[src/rtl/calc_pkg.sv]
// Shared types and constants for the calculator keypad datapath.
package calc_pkg;

  localparam logic [3:0] KEY_SIGN      = 4'hA;
  localparam logic [3:0] KEY_MAX_DIGIT = 4'd9;

  typedef enum logic {
    IDLE,
    CONV
  } conv_state_e;

  typedef logic [3:0] bcd_t;

  function automatic logic is_digit(input logic [3:0] key);
    return key <= KEY_MAX_DIGIT;
  endfunction

endpackage

[src/rtl/bcd_to_bin_seq.sv]
// Sequential BCD-to-binary converter: one digit per clock, MSD first, saturating.
// The SIGNED_MAG parameter limits the magnitude and applies two's complement on completion.
module bcd_to_bin_seq
  import calc_pkg::*;
#(
  parameter int unsigned DIGITS     = 4,
  parameter int unsigned VALUE_W    = 16,
  parameter bit          SIGNED_MAG = 1'b0,
  localparam int unsigned IDX_W     = (DIGITS > 1) ? $clog2(DIGITS) : 1
) (
  input  logic               clk,
  input  logic               rst_n,
  input  logic               i_clear,
  input  logic               i_start,
  input  logic               i_neg,
  input  bcd_t               i_digit,
  output logic [IDX_W-1:0]   o_idx,
  output logic [VALUE_W-1:0] o_value,
  output logic               o_overflow,
  output logic               o_valid
);

  localparam int unsigned ACC_W = VALUE_W + 4;
  localparam logic [ACC_W-1:0] MAX_VAL = SIGNED_MAG ?
      ((ACC_W'(1) << (VALUE_W - 1)) - ACC_W'(1)) :
      ((ACC_W'(1) << VALUE_W) - ACC_W'(1));
  localparam logic [IDX_W-1:0] IDX_TOP = IDX_W'(DIGITS - 1);

  conv_state_e        r_state, w_state_d;
  logic [ACC_W-1:0]   r_acc, w_acc_d;
  logic               r_sat, w_sat_d;
  logic [IDX_W-1:0]   r_idx, w_idx_d;
  logic [VALUE_W-1:0] r_value, w_value_d;
  logic               r_overflow, w_overflow_d;

  logic [ACC_W-1:0]   w_sum;
  logic               w_step_sat;
  logic [ACC_W-1:0]   w_step_acc;
  logic [VALUE_W-1:0] w_mag;

  always_ff @(posedge clk or negedge rst_n) begin
    if (!rst_n) begin
      r_state    <= IDLE;
      r_acc      <= '0;
      r_sat      <= 1'b0;
      r_idx      <= '0;
      r_value    <= '0;
      r_overflow <= 1'b0;
    end else begin
      r_state    <= w_state_d;
      r_acc      <= w_acc_d;
      r_sat      <= w_sat_d;
      r_idx      <= w_idx_d;
      r_value    <= w_value_d;
      r_overflow <= w_overflow_d;
    end
  end

  always_comb begin
    w_state_d    = r_state;
    w_acc_d      = r_acc;
    w_sat_d      = r_sat;
    w_idx_d      = r_idx;
    w_value_d    = r_value;
    w_overflow_d = r_overflow;

    // r_acc never exceeds MAX_VAL, so acc*10+9 always fits in ACC_W bits
    w_sum      = r_acc * ACC_W'(10) + ACC_W'(i_digit);
    w_step_sat = r_sat | (w_sum > MAX_VAL);
    w_step_acc = w_step_sat ? MAX_VAL : w_sum;
    w_mag      = w_step_acc[VALUE_W-1:0];

    if (i_clear) begin
      w_state_d    = IDLE;
      w_acc_d      = '0;
      w_sat_d      = 1'b0;
      w_idx_d      = '0;
      w_value_d    = '0;
      w_overflow_d = 1'b0;
    end else if (i_start) begin
      w_state_d = CONV;
      w_acc_d   = '0;
      w_sat_d   = 1'b0;
      w_idx_d   = IDX_TOP;
    end else if (r_state == CONV) begin
      w_acc_d = w_step_acc;
      w_sat_d = w_step_sat;
      w_idx_d = r_idx - IDX_W'(1);
      if (r_idx == '0) begin
        w_state_d    = IDLE;
        w_value_d    = i_neg ? (~w_mag + VALUE_W'(1)) : w_mag;
        w_overflow_d = w_step_sat;
      end
    end
  end

  assign o_idx      = r_idx;
  assign o_value    = r_value;
  assign o_overflow = r_overflow;
  assign o_valid    = (r_state == IDLE);

endmodule

[src/rtl/digit_entry_register.sv]
// Keypad digit-entry register: edge detect, BCD digit shifter and count, feeding a
// sequential binary converter. Define DIGIT_ENTRY_SIGN_EN to add the sign key and `negative`.
module digit_entry_register
  import calc_pkg::*;
#(
  parameter int unsigned DIGITS  = 4,
  parameter int unsigned VALUE_W = 16,
  localparam int unsigned CNT_W  = $clog2(DIGITS + 1)
) (
  input  logic                  clk,
  input  logic                  reset,
  input  logic                  erase,
  input  logic                  backspace,
  input  logic [3:0]            num,
  input  logic                  numPressed,
  output logic [4*DIGITS-1:0]   digits,
  output logic [CNT_W-1:0]      count,
  output logic                  full,
  output logic [VALUE_W-1:0]    value,
  output logic                  overflow,
  output logic                  valid
`ifdef DIGIT_ENTRY_SIGN_EN
  ,
  output logic                  negative
`endif
);

  localparam int unsigned IDX_W = (DIGITS > 1) ? $clog2(DIGITS) : 1;
`ifdef DIGIT_ENTRY_SIGN_EN
  localparam bit SIGN_EN = 1'b1;
`else
  localparam bit SIGN_EN = 1'b0;
`endif

  logic                r_num_q;
  logic                r_bksp_q;
  logic [4*DIGITS-1:0] r_digits, w_digits_d;
  logic [CNT_W-1:0]    r_count, w_count_d;
  logic                w_press;
  logic                w_bksp;
  logic                w_full;
  logic                w_start;
  logic                w_neg;
  logic [4*DIGITS-1:0] w_num_ext;
  logic [IDX_W-1:0]    w_idx;
  bcd_t                w_digit;

`ifdef DIGIT_ENTRY_SIGN_EN
  logic r_negative, w_negative_d;
  assign w_neg    = r_negative;
  assign negative = r_negative;
`else
  assign w_neg = 1'b0;
`endif

  assign w_press = numPressed & ~r_num_q;
  assign w_bksp  = backspace & ~r_bksp_q;
  assign w_full  = (r_count == CNT_W'(DIGITS));

  always_ff @(posedge clk or negedge reset) begin
    if (!reset) begin
      r_num_q    <= 1'b0;
      r_bksp_q   <= 1'b0;
      r_digits   <= '0;
      r_count    <= '0;
`ifdef DIGIT_ENTRY_SIGN_EN
      r_negative <= 1'b0;
`endif
    end else begin
      r_num_q    <= numPressed;
      r_bksp_q   <= backspace;
      r_digits   <= w_digits_d;
      r_count    <= w_count_d;
`ifdef DIGIT_ENTRY_SIGN_EN
      r_negative <= w_negative_d;
`endif
    end
  end

  // erase > backspace > press; lower-priority events in the same cycle are dropped
  always_comb begin
    w_digits_d     = r_digits;
    w_count_d      = r_count;
    w_start        = 1'b0;
    w_num_ext      = '0;
    w_num_ext[3:0] = num;
`ifdef DIGIT_ENTRY_SIGN_EN
    w_negative_d   = r_negative;
`endif

    if (erase) begin
      w_digits_d = '0;
      w_count_d  = '0;
`ifdef DIGIT_ENTRY_SIGN_EN
      w_negative_d = 1'b0;
`endif
    end else if (w_bksp) begin
      if (r_count != '0) begin
        w_digits_d = r_digits >> 4;
        w_count_d  = r_count - CNT_W'(1);
        w_start    = 1'b1;
      end
    end else if (w_press) begin
      if (is_digit(num)) begin
        // no leading zeros: a zero as the first key is dropped
        if (!w_full && !(r_count == '0 && num == 4'd0)) begin
          w_digits_d = (r_digits << 4) | w_num_ext;
          w_count_d  = r_count + CNT_W'(1);
          w_start    = 1'b1;
        end
      end
`ifdef DIGIT_ENTRY_SIGN_EN
      else if (num == KEY_SIGN) begin
        w_negative_d = ~r_negative;
        w_start      = 1'b1;
      end
`endif
    end
  end

  assign w_digit = r_digits[4*w_idx +: 4];

  bcd_to_bin_seq #(
    .DIGITS     (DIGITS),
    .VALUE_W    (VALUE_W),
    .SIGNED_MAG (SIGN_EN)
  ) u_conv (
    .clk        (clk),
    .rst_n      (reset),
    .i_clear    (erase),
    .i_start    (w_start),
    .i_neg      (w_neg),
    .i_digit    (w_digit),
    .o_idx      (w_idx),
    .o_value    (value),
    .o_overflow (overflow),
    .o_valid    (valid)
  );

  assign digits = r_digits;
  assign count  = r_count;
  assign full   = w_full;

endmodule
[config.mk]
export PLATFORM = sky130hd
export DESIGN_NAME = digit_entry_register
export DESIGN_NICKNAME = d
export VERILOG_FILES = /design/src/rtl/calc_pkg.sv /design/src/rtl/bcd_to_bin_seq.sv /design/src/rtl/digit_entry_register.sv
export SDC_FILE = /design/constraint.sdc
export NUM_CORES = 1
export LEC_CHECK = 0
export ABC_AREA = 1
export CORE_MARGIN = 2
export CORE_UTILIZATION = 45
export DETAILED_ROUTE_END_ITERATION = 6
export DONT_BUFFER_PORTS = 1
export GPL_TIMING_DRIVEN = 0
export PLACE_DENSITY = 0.68
export SLEW_MARGIN = 10
export SYNTH_ARGS = -nofsm -noshare
export SYNTH_HDL_FRONTEND = slang
export SYNTH_SLANG_ARGS = --single-unit
[constraint.sdc]
create_clock -name clk -period 9.25 [get_ports clk]
set_clock_uncertainty 0.15 [all_clocks]
set_input_delay 0.4625 -clock clk [delete_from_list [all_inputs] [get_ports clk]]
set_output_delay 0.4625 -clock clk [all_outputs]
set_load 0.03 [all_outputs]
Yosys cells after proc, flatten, opt, wreduce, memory -nomap -nowiden. Index checks and enable logic that the tools add are counted.

Flip-flop bits (word level): 62. Latch bits: 0. RAM bits: 0. ROM bits: 0. Input port bits: 9. Output and inout port bits: 38. Logic and storage cells: 84. Memories: 0.

Add/sub/neg operators: 4. $mul: 1. Divide/modulo/power cells: 0. Magnitude comparators: 2. Eq/ne operators: 3. Shift operators: 1. Mux-type cells: 40. Bitwise logic cells: 7. Reductions and logical operators: 16.

Operators with widths (number): 2-to-1 mux 16 bit (10); 2-to-1 mux 20 bit (4); adder 20 x 4 -> 20 bit (1); greater-than comparator 20 x 16 -> 1 bit, second input constant (1); multiplier 20 x 3 -> 19 bit, second input constant (1); 2-to-1 mux 3 bit (6); 2-to-1 mux 1 bit (17); OR 16 x 4 -> 16 bit (1); variable part select 16 x 5 -> 4 bit (1); nonzero test 3 bit (5); 2-to-1 mux 2 bit (3); <= comparator 4 bit, second input constant (1); zero test 4 bit (1); AND reduction 4 bit (1); nonzero test 2 bit (2); adder 3 x 1 -> 3 bit, second input constant (1); equality test 3 bit, second input constant (1); zero test 3 bit (1); inequality test 3 x 2 -> 1 bit, second input constant (1); inverter 1 bit (3); AND reduction 3 bit (1); subtractor 3 x 1 -> 3 bit, second input constant (1); AND 1 bit (2); logical AND 1 bit (2); 5 further kinds (6).

Logic depth before layout (Yosys ltp). Gate-level depths: netlist (run 1).

Depth in word-level cells: 11. Mapped depth: 23. Mapped depth without buffers: 22.

Modules after synthesis. A second synthesis (run 1) with hierarchy kept.

Cells, all modules: 776. Area total of the unflattened synthesis: 5232.5 um^2.

By module, submodules not included: bcd_to_bin_seq (instances 1, cells each 594, area each 3858.7 um^2, seq. area each 1001.0 um^2); digit_entry_register (instances 1, cells each 182, area each 1373.8 um^2, seq. area each 525.5 um^2).

Worst setup path after synthesis (run 1). No wires, ideal clock.

Path kind: register -> register. From: reg u_conv.r_acc[1]. To: reg u_conv.r_acc[14]. Library setup time: 118 ps. Data arrival time: 2922 ps. Required time: 8982 ps. Setup slack: 6060 ps. Stages on the path, launching flop included: 20. Path buffers: 1. Clock period less this slack: 3190 ps. Path through: dfrtp_1 -> ha_1 -> ha_1 -> fa_1 -> nand2_1 -> nor2_1 -> nand2_1 -> a21oi_2 -> nand3_2 -> nor2_1 -> nand2_2 -> nor2_2 -> nand2_1 -> nand2_1 -> nand2_2 -> nor2_8 -> buf_8 -> nand3_2 -> nand3_1 -> nand2_1.

Cells in the longest elaborated chain, start to end: 8.

RTL lines: from (decl) (line bcd_to_bin_seq.sv:30) `logic [ACC_W-1:0] r_acc, w_acc_d;`; from (signal assigned) (line bcd_to_bin_seq.sv:51) `r_acc <= w_acc_d;`; multiplier 20 x 3 -> 19 bit * (line bcd_to_bin_seq.sv:68) `w_sum = r_acc * ACC_W'(10) + ACC_W'(i_digit);`; adder 20 x 4 -> 20 bit * (line bcd_to_bin_seq.sv:68); greater-than comparator 20 x 16 -> 1 bit (line bcd_to_bin_seq.sv:69) `w_step_sat = r_sat | (w_sum > MAX_VAL);`; OR 1 bit (line bcd_to_bin_seq.sv:69); 2-to-1 mux 20 bit * (line bcd_to_bin_seq.sv:70) `w_step_acc = w_step_sat ? MAX_VAL : w_sum;`; 2-to-1 mux 20 bit * (line bcd_to_bin_seq.sv:85) `end else if (r_state == CONV) begin`; 2-to-1 mux 20 bit * (line bcd_to_bin_seq.sv:80) `end else if (i_start) begin`; 2-to-1 mux 20 bit * (line bcd_to_bin_seq.sv:73) `if (i_clear) begin`.

Every way passes the cells marked *; elsewhere a longest branch is shown, timed or not. The select of a mux whose other input is x is not followed. A chain may end at the register's enable or synchronous reset.

Worst setup path in the final report (run 1).
From: reg u_conv.r_idx[0], in the netlist u_conv.o_idx[0]. To: reg u_conv.r_value[7], in the netlist u_conv.o_value[7].

Cells in the longest elaborated chain, start to end: 9. Elaborated cells on any way between the ends: 12. Those cells by class: 1 x add/sub; 1 x order compare; 1 x shift; 5 x mux; 1 x bitwise; 3 x reduce/logical.

RTL lines: from (decl) (line bcd_to_bin_seq.sv:32) `logic [IDX_W-1:0] r_idx, w_idx_d;`; from (signal assigned) (line bcd_to_bin_seq.sv:53) `r_idx <= w_idx_d;`; variable part select 16 x 5 -> 4 bit (line digit_entry_register.sv:121) `assign w_digit = r_digits[4*w_idx +: 4];`; adder 20 x 4 -> 20 bit (line bcd_to_bin_seq.sv:68); greater-than comparator 20 x 16 -> 1 bit (line bcd_to_bin_seq.sv:69); OR 1 bit (line bcd_to_bin_seq.sv:69); 2-to-1 mux 20 bit (line bcd_to_bin_seq.sv:70); 2-to-1 mux 16 bit (line bcd_to_bin_seq.sv:89) `if (r_idx == '0) begin`; 2-to-1 mux 16 bit (line bcd_to_bin_seq.sv:85); 2-to-1 mux 16 bit (line bcd_to_bin_seq.sv:80); 2-to-1 mux 16 bit (line bcd_to_bin_seq.sv:73); to (signal assigned) (line bcd_to_bin_seq.sv:54) `r_value <= w_value_d;`; to (decl) (line bcd_to_bin_seq.sv:33) `logic [VALUE_W-1:0] r_value, w_value_d;`.

Parallel ways exist; a longest one is shown, timed or not. The select of a mux whose other input is x is not followed.

==> impl_metrics.toml, run 1 <==
[status]
outcome = "completed"

[worst_hold_path]
hold_depth = 1
holdPathEnd = "u_conv.r_state"
min_from = "erase"
hold_path_class = "input port to register"

[timing]
relSlewSlack = 0.610
finalCritPeriodShare = 0.416
rsz0062_at_grt = "no"
fin_crit_ns = 3.84
fin_ws_ns = 5.41
worstMarginPinSlew_ns = 0.581
finalSetupViolations = 0
tns_ns = 0
drv_slew = 0
max_freq_ghz = 0.260
hold_viol_final = 0

[finish]
multi_input_area_sq_um = 2700
drive_gt1_frac = 0.107
fin_cells = 818
antenna_cells = 0
syn_to_final_growth_pct = 8.28
n_fill_cell = 1020
nets = 725
design_area_sq_um = 5050
seq_area_sq_um = 1530

[worst_setup_path]
required_ns = 9.32
arrival_ns = 3.91
start_kind = "register"
worstRegToRegCells = 22
rrSetupSlack_ns = 5.41
criticalPathCategory = "register to register"
timing.rr.end = "u_conv.o_value[7]"
crit_start = "u_conv.o_idx[0]"
rr_startpoint = "u_conv.o_idx[0]"
cp_max_fo = 10
end_kind = "register"

[drt]
drt_iter0_markers = 191
viasPerCell = 5.18
drt-total-wl_mm = 11.3
drtPass1Iterations = 6
routedWlPerCell_um = 13.8
vias = 4240
ant_nets = 0
drc = 0

[logic_synthesis]
ys_types = 38
ys_seq_area_frac = 0.327
synth_seq_cells = 61
yosysWarnings = 0
synth_edf_count = 0
syn_area_sq_um = 4670
yosys_most_used_dff = "dfrtp_1"
avgSynthCellArea_sq_um = 7.04
synth-async-reset-ratio = 1.00
synth_nets = 710
syn-instance-count = 663

[cts]
clk_latency_ns = 0.34
clkSinkCount = 61
h-tree-depth = 3
clkTransAtPathRegs_ns = 0.07
root_buffer = "clkbuf_8"
cts_buffers = 9
clockBufferDepth = 2
cts_tree = "yes"
ctsResizeCount = 0

[placement]
io_buffers = 0
dp_slack_ns = 5.45
placed_area_sq_um = 4840
gp_congestion = 0.851
dpl.hpwl_mm = 8.89
placedCellCount = 799

[die]
core_area_sq_um = 10200
pin_count = 47
initial_core_util = 0.458
die_w_um = 106
row_count = 37
chipHeight_um = 106
die_area_sq_um = 11200

[power]
ir_drop_uv = 173
power.leakage_uw = 0.00267
power_uw = 1820
powerDensity_nw_per_um2 = 361

[grt]
grt_overflow_total = 0
grt_pass1_vias = 4261
grt_pass1_wl_mm = 19.4
grt_max_degree = 62
antenna_found_initial = 0
gr-usage-all-layers = 0.215

[job]
drv_cap = 0
layout by cell type, fill, tap and decap left out, types with 5 or more instances in the layout:
master,count
o21ai_0,27
nor2_1,28
dfrtp_1,61
a21oi_1,21
nor2_2,7
inv_2,10
nand3_1,72
nand2_2,13
nand3_2,16
inv_1,81
ha_1,35
nand2_1,220
clkbuf_8,10
nand4_1,5
o22ai_1,13
xor2_1,8
clkbuf_1,12
power by group:
group | leakage, uW | switching [uW] | internal [uW]
sequential | 0.000786 | 167 | 341
combinational | 0.00180 | 729 | 387
clock | 0.0000833 | 95.9 | 102
cells by family (layout without fill, tap and decap cells):
| logic type | count (synthesis) | after routing | synth area share |
|---|---|---|---|
| AND/OR/NAND/NOR | 373 | 373 | 0.367 |
| buffers and inverters | 110 | 129 | 0.0949 |
| AO/OA/AOI/OAI | 70 | 70 | 0.0839 |
| flip-flops | 61 | 61 | 0.327 |
| adder cells (fa/ha/maj) | 38 | 38 | 0.107 |
| XOR/XNOR | 11 | 11 | 0.0206 |
registers in the layout, indices dropped and copies added, names as in the netlist:
signal,count
count,3
digits,16
r_bksp_q,1
r_num_q,1
u_conv.o_idx,2
u_conv.o_overflow,1
u_conv.o_value,16
u_conv.r_acc,19
u_conv.r_sat,1
u_conv.r_state,1
synth_stat cells (all sizes together) (2+ instances only):
cell | count | area, sq um
a21oi | 22 | 114
and2 | 2 | 12.5
buf | 9 | 63.8
clkbuf | 9 | 33.8
dfrtp | 61 | 1530
fa | 3 | 60.1
ha | 35 | 438
inv | 91 | 342
nand2 | 233 | 907
nand3 | 88 | 521
nand3b | 2 | 15.0
nand4 | 5 | 31.3
nor2 | 38 | 191
nor3 | 2 | 15.0
o21a | 2 | 15.0
o21ai | 27 | 135
o22ai | 13 | 81.3
or2 | 3 | 18.8
xnor2 | 3 | 26.3
xor2 | 8 | 70.1
per-layer routing:
layer	part of all wire	up-vias	GRT usage
met5	0	-	0
met4	0.026	0	0.0855
met3	0.052	22	0.0495
met2	0.47	94	0.355
met1	0.45	1954	0.273
li1	-	2170	-
timing repair:
action                    4_1_cts  5_1_grt
hold endpoints to repair       63        0
hold buffers                    4        0
buffers inserted                0        0
layout make-up:
type                       instances  area share
tap                              136      0.0337
clock buffer                      13      0.0295
timing repair buffer               4      0.0114
sequential                        61       0.302
inverter                          92      0.0683
clock inverter                     2     0.00198
buffer                            18      0.0193
multi-input combinational        492       0.534
how the worst max path moves through the flow:
stage	cells after the start	slack (ns)	endpoint
after global placement	22	5.56	u_conv.o_value[7]
after detailed placement	22	5.45	u_conv.o_value[7]
after CTS	22	5.41	u_conv.o_value[7]
after floorplan	19	6.06	u_conv.r_acc[14]
final	22	5.41	u_conv.o_value[7]
after global routing	22	4.93	u_conv.o_value[7]
critical path, stage by stage (launching register included):
cell      delay, ns
dfrtp_1        0.45
inv_1          0.15
clkbuf_1       0.35
o21ai_0        0.15
a21oi_1        0.13
a21oi_1        0.08
ha_1           0.37
nand2_1        0.08
nand2_1        0.09
nand3_1        0.10
nor2_1         0.21
nand3_2        0.13
nor2_2         0.17
nand2_2        0.11
nor2_4         0.15
nand3_1        0.11
nand2_1        0.08
nand2_1        0.06
inv_2          0.16
buf_8          0.18
nand3_2        0.10
nand3_1        0.10
nand2_1        0.06
per-stage QoR:
stage           util  hold slack [ns]
3_5_place_dp   0.475           0.0196
4_1_cts        0.496           0.0575
5_1_grt        0.496           0.0634
2_1_floorplan      -           0.0169
6_report       0.496           0.0763
3_3_place_gp   0.475           0.0199
Power figures use the tool's default switching activity.
==> inputs of run 2 (changes only) <==
--- a/config.mk
+++ b/config.mk
@@ -5,7 +5,7 @@
 export SDC_FILE = /design/constraint.sdc
 export NUM_CORES = 1
 export LEC_CHECK = 0
-export ABC_AREA = 1
+export ABC_AREA = 0
 export CORE_MARGIN = 2
 export CORE_UTILIZATION = 45
 export DETAILED_ROUTE_END_ITERATION = 6
==> constraint.sdc (replaced) <==
create_clock -name clk -period 3.9 [get_ports clk]
set_clock_uncertainty 0.15 [all_clocks]
set_input_delay 0.195 -clock clk [delete_from_list [all_inputs] [get_ports clk]]
set_output_delay 0.195 -clock clk [all_outputs]
set_load 0.03 [all_outputs]
==> run 2 against run 1 <==
Effect of this change: cell area fell by 8.3%; non-clock buffer count rose by 11; clock power rose to 3.1 times the previous value; register-to-register slack got worse by 5.2 ns; total power rose by 19%; cell count fell by 31%; area after synthesis fell by 12%; fmax rose by 3.2%; via count fell by 19%; largest power group is now registers.
==> impl_metrics.toml, run 2 <==
[grt]
grt_pass1_vias = 3490
grt_pass1_wl_mm = 17.5
gr-usage-all-layers = 0.222
grt_overflow_total = 0
antenna_found_initial = 0
grt_max_degree = 62

[finish]
nets = 495
n_fill_cell = 795
final_util = 0.526
layout_common_cells = "dfrtp_1, nor2_1, nand2_1, ha_1, a21oi_1"
largest_reg_flops = 19
layout.cells.most_common = "dfrtp_1"
drive_gt1_frac = 0.135
regMostFlops = "u_conv.r_acc"
antenna_cells = 0
syn_to_final_growth_pct = 12.2

[cts]
clkSinkCount = 61
clockBufferDepth = 2
clk_latency_ns = 0.35
cts_buffers = 9
h-tree-depth = 3
cts_tree = "yes"
clkTransAtPathRegs_ns = 0.07
root_buffer = "clkbuf_8"

[logic_synthesis]
syn_area_sq_um = 4130
synth_edf_count = 0
syn-instance-count = 427
yosys.area.top_type_share = 0.370
synth_seq_cells = 61
ys_types = 55
ys_seq_area_frac = 0.370
yosysTopAreaCell = "dfrtp_1"
synth_most_common_cell = "dfrtp_1"
avgSynthCellArea_sq_um = 9.67
synth-async-reset-ratio = 1.00
synth.area.top_cells = "dfrtp_1, ha_1, nor2_1"
ys_top_cells_by_count = "dfrtp_1, nor2_1, nand2_1"
yosysWarnings = 0
synth_nets = 474
yosys_most_used_dff = "dfrtp_1"

[worst_setup_path]
crit_family = "adder cells"
end_kind = "register"
cp_max_fo = 10
start_kind = "register"
crit_chain = "ha_1 > ha_1 > fa_1 > a211oi_4 > nor2_1 > xor2_2 > nand4_1 > nor3b_2 > nand3_1 > or2_4 > o21ai_4 > buf_6 > a311oi_2"
criticalPathCategory = "register to register"
cp_slowest_cell = "fa_1"
cp_slowest_stage_delay_ns = 0.44
cp_num_buf_inv = 1
arrival_ns = 3.77
path_common_cell = "ha_1"
required_ns = 3.95

[timing]
max_freq_ghz = 0.268
whs_ns = 0.133
finalSetupViolations = 0
hold_viol_final = 0
fin_crit_ns = 3.72
rsz0062_at_grt = "yes"
relSlewSlack = 0.367
tns_ns = 0
worstMarginPinSlew_ns = 0.947
drv_slew = 0
finalCritPeriodShare = 0.955

[die]
initial_core_util = 0.469
pin_count = 47
die_w_um = 99.8
core_area_sq_um = 8810
chipHeight_um = 99.8
row_count = 34
die_area_sq_um = 9960

[drt]
drtPass1Iterations = 5
routedWlPerCell_um = 18.7
ant_nets = 0
viasPerCell = 6.13
vias = 3438
drc = 0
drt_iter0_markers = 234
drt-total-wl_mm = 10.5

[power]
power.leakage_uw = 0.00210
powerDensity_nw_per_um2 = 468
ir_drop_uv = 311

[status]
outcome = "completed"

[placement]
io_buffers = 0
gp_congestion = 0.872
dpl.hpwl_mm = 7.87

[worst_hold_path]
hold_path_class = "input port to register"

[job]
drv_cap = 0
run 2: changes by cell type in the layout (fill, tap and decap cells not counted), sizes merged, moves of 12 or more:
cell | before | now
nor2 | 38 | 50
nand2 | 233 | 47
xnor2 | 3 | 18
a311oi | 0 | 24
a31oi | 1 | 14
o22ai | 13 | 1
inv | 91 | 9
nand3 | 88 | 13
run 2: path summary, 6_finish.rpt:
path,start,to,slack (ns),cells past startpoint
setup reg to reg,u_conv.r_acc[1],u_conv.o_value[11],0.18,13
min in group asynchronous,reset,u_conv.r_acc[16],0.23,2
hold reg to reg,u_conv.r_acc[18],u_conv.r_acc[18],0.39,1
max in group asynchronous,reset,u_conv.o_value[1],3.11,2
hold / removal,backspace,digits[9],0.13,4
setup / recovery,u_conv.r_acc[1],u_conv.o_value[11],0.18,13
run 2: kinds of logic (layout without fill, tap and decap cells):
| group | after synthesis | in the layout | synth area share |
|---|---|---|---|
| xor gates and xnor gates | 34 | 34 | 0.0721 |
| adders and majority gates | 38 | 38 | 0.121 |
| AOI/OAI and AO/OA | 125 | 125 | 0.238 |
| DFF | 61 | 61 | 0.370 |
| muxes | 4 | 4 | 0.0218 |
| buffers and inverters | 32 | 58 | 0.0348 |
| and+or+nand+nor | 133 | 133 | 0.143 |
run 2: repair_timing:
| item | 4_1_cts | 5_1_grt |
|---|---|---|
| setup buffers | 0 | 2 |
| endpoints found under the setup margin | 0 | 32 |
| gates resized for setup | 0 | 5 |
| hold endpoints to repair | 68 | 0 |
| hold buffers | 9 | 0 |
run 2: area by class of cell:
class	instances	area [sq um]	share of cell area
Timing Repair Buffer	11	123	0.0265
Tap cell	108	135	0.0292
Inverter	9	33.8	0.00729
Clock inverter	6	87.6	0.0189
Sequential cell	61	1530	0.329
Clock buffer	10	128	0.0275
Multi-Input combinational cell	334	2490	0.538
Buffer	22	106	0.0229
run 2: worst register-to-register path, stage by stage, from the launching register on:
cell	delay, ns
dfrtp_1	0.43
ha_1	0.32
ha_1	0.24
fa_1	0.44
a211oi_4	0.28
nor2_1	0.12
xor2_2	0.24
nand4_1	0.24
nor3b_2	0.21
nand3_1	0.14
or2_4	0.28
o21ai_4	0.19
buf_6	0.20
a311oi_2	0.11
run 2: metal layers:
layer	GRT usage	up-vias	share of wire
met5	0	-	0
li1	-	1608	-
met2	0.336	140	0.46
met4	0.0558	0	0.0097
met1	0.313	1676	0.45
met3	0.0675	14	0.084
run 2: through the flow:
step	setup slack, ns	power, uW	cells	cell area (sq um)
CTS	0.0392	2170	560	4590
floorplan	0.392	1370	427	4130
detailed placement	0.0531	1530	535	4260
finish	0.176	2170	561	4630
global placement	0.0976	1510	535	4260
global route	-0.0291	2280	561	4630
run 2: power by group:
group          internal (uW)  total, uW  switching, uW
Sequential               709        919            210
Combinational            244        634            389
Clock                    360        615            255
